--- config.mk ---
export PLATFORM = sky130hd
export DESIGN_NAME = instr_sequencer_flat
export DESIGN_NICKNAME = d
export VERILOG_FILES = /design/src/rtl/instr_sequencer_if.sv /design/src/rtl/instr_sequencer.sv /design/src/flat_wrapper.sv
export SDC_FILE = /design/constraint.sdc
export NUM_CORES = 1
export LEC_CHECK = 0
export CAP_MARGIN = 10
export CORE_ASPECT_RATIO = 0.7
export CORE_MARGIN = 10
export CORE_UTILIZATION = 44
export CTS_CLUSTER_SIZE = 16
export DETAILED_ROUTE_END_ITERATION = 6
export GPL_TIMING_DRIVEN = 0
export PLACE_DENSITY = 0.86
export SYNTH_ARGS = -nofsm -noshare
export SYNTH_HDL_FRONTEND = slang
export SYNTH_SLANG_ARGS = --single-unit
--- constraint.sdc ---
create_clock -name clk -period 2.3 [get_ports clk]
set_input_delay 0.345 -clock clk [delete_from_list [all_inputs] [get_ports clk]]
set_output_delay 0.345 -clock clk [all_outputs]
set_load 0.01 [all_outputs]
--- src/rtl/instr_sequencer_if.sv ---
// Memory fetch port between the instruction sequencer (master) and instruction memory (slave).
interface instr_sequencer_if #(
    parameter int unsigned ADDR_W = 8
);
    logic              mem_req;
    logic [ADDR_W-1:0] mem_addr;
    logic              mem_ack;
    logic [15:0]       mem_rdata;

    modport master (output mem_req, output mem_addr, input mem_ack, input mem_rdata);
    modport slave  (input mem_req, input mem_addr, output mem_ack, output mem_rdata);
endinterface

--- src/rtl/instr_sequencer.sv ---
// Fetch/decode/execute sequencer: fetches 16-bit words into IR, decodes ALU controls,
// and steps EXEC/WB strobes in free-run or single-step mode.
module instr_sequencer #(
    parameter int unsigned ADDR_W        = 8,
    parameter int unsigned PC_RESET      = 0,
    parameter int unsigned EXEC_CYCLES   = 1,
    parameter int unsigned FETCH_TIMEOUT = 15
) (
    input  logic                clk,
    input  logic                rst_n,
    input  logic                run_mode,
    input  logic                manual_plus,
    input  logic                halt,
    instr_sequencer_if.master   mem,
    output logic [ADDR_W-1:0]   pc,
    output logic [15:0]         ir,
    output logic [2:0]          S,
    output logic [3:0]          choose_reg,
    output logic [1:0]          res_dest,
    output logic                alu_en,
    output logic                wb_en,
    output logic [2:0]          state,
    output logic                error
);

    localparam int unsigned WAIT_W = (FETCH_TIMEOUT > 1) ? $clog2(FETCH_TIMEOUT) : 1;
    localparam int unsigned EXEC_W = (EXEC_CYCLES > 1) ? $clog2(EXEC_CYCLES) : 1;
    localparam logic [WAIT_W-1:0] WAIT_LAST = WAIT_W'(FETCH_TIMEOUT - 1);
    localparam logic [EXEC_W-1:0] EXEC_LAST = EXEC_W'(EXEC_CYCLES - 1);

    typedef enum logic [2:0] {
        IDLE   = 3'd0,
        FETCH  = 3'd1,
        DECODE = 3'd2,
        EXEC   = 3'd3,
        WB     = 3'd4,
        HALT   = 3'd5
    } state_t;

    state_t              r_state;
    state_t              w_next;
    logic [ADDR_W-1:0]   r_pc;
    logic [15:0]         r_ir;
    logic [2:0]          r_s;
    logic [3:0]          r_choose_reg;
    logic [1:0]          r_res_dest;
    logic                r_error;
    logic                r_mp_d;
    logic [WAIT_W-1:0]   r_wait;
    logic [EXEC_W-1:0]   r_exec;

    logic                w_step;
    logic                w_timeout;
    logic [3:0]          w_opcode;

    assign w_step    = manual_plus & ~r_mp_d;
    assign w_timeout = (r_wait == WAIT_LAST);
    assign w_opcode  = r_ir[15:12];

    always_ff @(posedge clk or negedge rst_n) begin
        if (!rst_n) begin
            r_state <= IDLE;
        end else begin
            r_state <= w_next;
        end
    end

    always_comb begin
        w_next = r_state;
        case (r_state)
            IDLE: begin
                if (halt)                   w_next = HALT;
                else if (run_mode || w_step) w_next = FETCH;
            end
            FETCH: begin
                // An ack arriving on the last allowed cycle still wins over the timeout.
                if (mem.mem_ack)    w_next = DECODE;
                else if (w_timeout) w_next = HALT;
            end
            DECODE: begin
                case (w_opcode)
                    4'b0111, 4'b1000: w_next = EXEC;
                    4'b0000:          w_next = IDLE;
                    default:          w_next = HALT;
                endcase
            end
            EXEC: begin
                if (r_exec == '0) w_next = WB;
            end
            WB: begin
                if (halt)          w_next = HALT;
                else if (run_mode) w_next = FETCH;
                else               w_next = IDLE;
            end
            HALT:    w_next = HALT;
            default: w_next = IDLE;
        endcase
    end

    always_comb begin
        mem.mem_req  = 1'b0;
        mem.mem_addr = '0;
        alu_en       = 1'b0;
        wb_en        = 1'b0;
        case (r_state)
            FETCH: begin
                mem.mem_req  = 1'b1;
                mem.mem_addr = r_pc;
            end
            EXEC:    alu_en = 1'b1;
            WB:      wb_en  = 1'b1;
            default: ;
        endcase
    end

    always_ff @(posedge clk or negedge rst_n) begin
        if (!rst_n) begin
            r_pc         <= ADDR_W'(PC_RESET);
            r_ir         <= '0;
            r_s          <= '0;
            r_choose_reg <= '0;
            r_res_dest   <= '0;
            r_error      <= 1'b0;
            r_mp_d       <= 1'b0;
            r_wait       <= '0;
            r_exec       <= '0;
        end else begin
            r_mp_d <= manual_plus;
            case (r_state)
                FETCH: begin
                    if (mem.mem_ack) begin
                        r_ir   <= mem.mem_rdata;
                        r_pc   <= r_pc + 1'b1;
                        r_wait <= '0;
                    end else if (w_timeout) begin
                        r_error <= 1'b1;
                        r_wait  <= '0;
                    end else begin
                        r_wait <= r_wait + 1'b1;
                    end
                end
                DECODE: begin
                    case (w_opcode)
                        4'b0111: begin
                            r_s          <= 3'b011;
                            r_choose_reg <= r_ir[11:8];
                            r_res_dest   <= r_ir[7:6];
                            r_exec       <= EXEC_LAST;
                        end
                        4'b1000: begin
                            r_s          <= 3'b110;
                            r_choose_reg <= {r_ir[11:10], 2'b00};
                            r_res_dest   <= r_ir[9:8];
                            r_exec       <= EXEC_LAST;
                        end
                        4'b0000, 4'b1111: ;
                        default: r_error <= 1'b1;
                    endcase
                end
                EXEC: begin
                    if (r_exec != '0) r_exec <= r_exec - 1'b1;
                end
                default: ;
            endcase
        end
    end

    assign pc         = r_pc;
    assign ir         = r_ir;
    assign S          = r_s;
    assign choose_reg = r_choose_reg;
    assign res_dest   = r_res_dest;
    assign error      = r_error;
    assign state      = r_state;

endmodule
--- src/flat_wrapper.sv ---
// flat-port wrapper written by rule: the top's interface ports become plain ports
module instr_sequencer_flat 
#(
    parameter int unsigned ADDR_W        = 8,
    parameter int unsigned PC_RESET      = 0,
    parameter int unsigned EXEC_CYCLES   = 1,
    parameter int unsigned FETCH_TIMEOUT = 15
)
  (clk, rst_n, run_mode, manual_plus, halt, pc, ir, S, choose_reg, res_dest, alu_en, wb_en, state, error, mem_mem_req, mem_mem_addr, mem_mem_ack, mem_mem_rdata);
  instr_sequencer_if #(.ADDR_W(ADDR_W)) mem_i ();
  input  logic clk;
  input  logic rst_n;
  input  logic run_mode;
  input  logic manual_plus;
  input  logic halt;
  output logic [ADDR_W-1:0] pc;
  output logic [15:0] ir;
  output logic [2:0] S;
  output logic [3:0] choose_reg;
  output logic [1:0] res_dest;
  output logic alu_en;
  output logic wb_en;
  output logic [2:0] state;
  output logic error;
  output wire logic [$bits(mem_i.mem_req)-1:0] mem_mem_req;
  output wire logic [$bits(mem_i.mem_addr)-1:0] mem_mem_addr;
  input wire logic [$bits(mem_i.mem_ack)-1:0] mem_mem_ack;
  input wire logic [$bits(mem_i.mem_rdata)-1:0] mem_mem_rdata;
  assign mem_mem_req = mem_i.mem_req;
  assign mem_mem_addr = mem_i.mem_addr;
  assign mem_i.mem_ack = mem_mem_ack;
  assign mem_i.mem_rdata = mem_mem_rdata;
  instr_sequencer #(.ADDR_W(ADDR_W), .PC_RESET(PC_RESET), .EXEC_CYCLES(EXEC_CYCLES), .FETCH_TIMEOUT(FETCH_TIMEOUT)) u_core (.clk(clk), .rst_n(rst_n), .run_mode(run_mode), .manual_plus(manual_plus), .halt(halt), .mem(mem_i), .pc(pc), .ir(ir), .S(S), .choose_reg(choose_reg), .res_dest(res_dest), .alu_en(alu_en), .wb_en(wb_en), .state(state), .error(error));
endmodule
==> metrics, run 1 <==
crit-path cells buf_2 > or3b_1 > buf_2 > clkinv_4 > and2_1 > dlygate4sd2_1; first-pass GRT wire length 8.28 mm; Std-Cell Rows 19; Max-Cap Viols 0; cell family with most CP delay buffers and inverters; Inserted Clock Buffers 5; synthesis-to-layout area growth 48.1%; initial DRC count 42; status finished, final reports clean; Hold Vio Cnt, Final 0; Worst Skew 0.00561 ns; Skew-Pair Late Insertion Delay 0.29 ns; Synth Net Count 223; DIE WIDTH approximately 99 µm; overall power roughly 3.5 mW; die area about 7400 µm²; post-route setup TNS 0 ns; commonest non-fill, non-tap cell in the layout nand2_1; clock share of power between 20% and 30%; switch share 34.7%; Clock Tree Root clkbuf_8; Post-Synthesis Cells 198; worst rel slew slack 70.4%; worst-path maximum fanout 10; Worst path slowest cell dfrtp_1; hold path cells 2; Initial Util 47.2%; fin nets 301; total grt overflow 0; final core occ 69.8%; Clock Path Buffers 2; final slew viol count 0; register area share after synthesis 54.8%; max incr delay on CP 0.38 ns; Post-Route WL 4.92 mm; number of synthesized register bits 42; Avg Cell Area, Syn 9.68 µm²; worst r2r src u_core.state[1]; Psw 1.20 mW; CTS tree done; PD cells 1220 nW/µm²; ys flop type dfrtp_1; max reg flops 16; Layout Cells excl Fill 329; Worst Path Required approximately 2.0 ns; # DRC 0; combinational share of power 42.4%; vias in the first global route 1614; Worst-path clk slew 0.08 ns; number of I/O port buffers 69; Reg-to-Reg End u_core.pc[4]; Unique masters post-synth 38; Setup Crit Path Kind reg -> out; worst min-delay path class reg -> reg; fmax 459 MHz; Sink Count 42; GPL Wtd Cong 0.747; Worst setup SP type register; initial antenna violation count 0; largest net degree at the start of global routing 29; leak pwr 1.33 nW; Final min period 2.18 ns; GRT Total Usage 13.8%; Pre-antenna DRT Iters 4; Placed Instances 320; Fillers 316; cell area after synthesis around 1900 µm²; Ys Warns 0; hold path start u_core.ir[5]; routed via count 1611; crit path buf inv count 4; EDFF count, synth 0; drt wl/cell 15.0 µm; Synth async-reset ratio 100%; reg2reg setup slack 0.44 ns; Pint 2.25 mW; final worst-path cycle share a little over nine tenths; layout cells sized above 1 8.66%; Die H about 75 µm; power share of the sequential group 37.2%; cells on worst reg2reg path 8; post-detail-place hpwl 3.94 mm; H-tree Lvls 2; CORE AREA 4070 µm²; CP endpoint kind output port; worst vdd ir between 0.8 and 0.9 mV; final setup violation count 0; CP most frequent cell buf_2; RSZ-0062 raised after global routing no; Final ANT Viol Nets 0; antenna fix cells 0; Via density 4.90; commonest cells after routing, fill and taps aside nand2_1 (67), clkdlybuf4s50_1 (59), dfrtp_1 (42); final hold slack 0.477 ns; I/O pins 70; hold endpoint u_core.ir[5]; Worst EP arrival ~1.8 ns; worst slew pin tran 0.444 ns
-- worst max-delay path by stage --
stage	startpoint	endpoint	slack, ns	cells after the start
global placement	rst_n	u_core.ir[1]	-0.18	1
finish	u_core.state[1]	mem_mem_addr[0]	0.12	6
CTS	u_core.state[1]	mem_mem_addr[3]	0.09	6
floorplan	u_core.state[1]	u_core.pc[4]	0.49	8
global route	u_core.state[1]	mem_mem_addr[3]	0.0009	6
detailed placement	u_core.state[1]	mem_mem_addr[3]	0.11	6
-- routing by layer --
| metal | up-vias | GRT usage, % | wire (µm) |
|---|---|---|---|
| li1 | 805 | - | - |
| met1 | 759 | 16.8 | 2190 |
| met2 | 43 | 21.0 | 2240 |
| met3 | 4 | 7.68 | 468 |
| met4 | 0 | 2.85 | 23 |
| met5 | - | 0 | 0 |
-- cell usage after synthesis, types with 2 or more instances --
library cell	n	area share, %
nand2_1	67	13
dfrtp_1	42	55
o21ai_0	10	2.6
nand3_1	9	2.3
and2_1	7	2.3
xnor2_1	5	2.3
buf_2	4	1.0
inv_1	4	0.78
nor2_1	4	0.78
a21oi_1	3	0.78
ha_1	3	2.0
nand2b_1	3	0.98
nor2b_1	3	0.98
nor3_1	3	0.78
nor3b_1	3	1.2
buf_6	2	1.2
clkbuf_1	2	0.39
mux2_2	2	1.2
mux2i_1	2	1.0
o31ai_1	2	0.78
-- tightest hold or removal path: cells and delay by family, from the launching register on --
kind             cells  cell delay [ns]
DFF                  1             0.35
and+or+nand+nor      2             0.10
-- cell type report --
class                           count  area [µm²]  share of cell area (%)
Multi-Input combinational cell    143         796                    28.0
Clock buffer                        6        82.6                    2.91
Sequential cell                    42        1050                    37.0
Tap cell                           52        65.1                    2.29
Buffer                              8        50.0                    1.76
Timing Repair Buffer               71         711                    25.0
Clock inverter                      2        60.1                    2.12
Inverter                            5        23.8                   0.837
-- through the flow --
step / setup WS (ns) / cell area [µm²]
4_1_cts: 0.0856 / 2830
5_1_grt: 0.000862 / 2840
3_3_place_gp: -0.179 / 2670
3_5_place_dp: 0.109 / 2690
2_1_floorplan: 0.488 / 1920
6_report: 0.121 / 2840
-- cell families (layout without fill, tap and decap cells) --
family,count (synthesis),after routing,synth area share [%]
AOI/OAI and AO/OA,21,21,6.66
xor gates and xnor gates,7,7,3.59
buffers and inverters,13,92,3.65
DFF,42,42,54.8
adders and majority gates,3,3,1.96
muxes,4,4,2.22
and+or+nand+nor,108,108,27.1
-- power by group through the flow --
stage	sequential, mW	clock [mW]	combinational, mW
2_1_floorplan	1.37	0	0.585
3_3_place_gp	1.28	0	1.47
3_5_place_dp	1.30	0	1.51
4_1_cts	1.29	0.719	1.49
5_1_grt	1.34	0.764	1.61
6_report	1.28	0.707	1.46
-- repair_timing --
action,in CTS,in global routing
resized for setup,10,5
setup endpoints to repair,9,5
endpoints found under the hold margin,14,0
cloned,0,0
buffers inserted,0,0
hold buffers,1,0
Note: power is estimated with default switching activity, not from simulation.
==> inputs of run 2 (changes only) <==
--- a/config.mk
+++ b/config.mk
@@ -12,6 +12,7 @@
 export CTS_CLUSTER_SIZE = 16
 export DETAILED_ROUTE_END_ITERATION = 6
 export GPL_TIMING_DRIVEN = 0
+export HOLD_SLACK_MARGIN = 0.1
 export PLACE_DENSITY = 0.86
 export SYNTH_ARGS = -nofsm -noshare
 export SYNTH_HDL_FRONTEND = slang
==> results of run 2 <==
The final DEF is identical to that of run 1; final timing and power are the same.
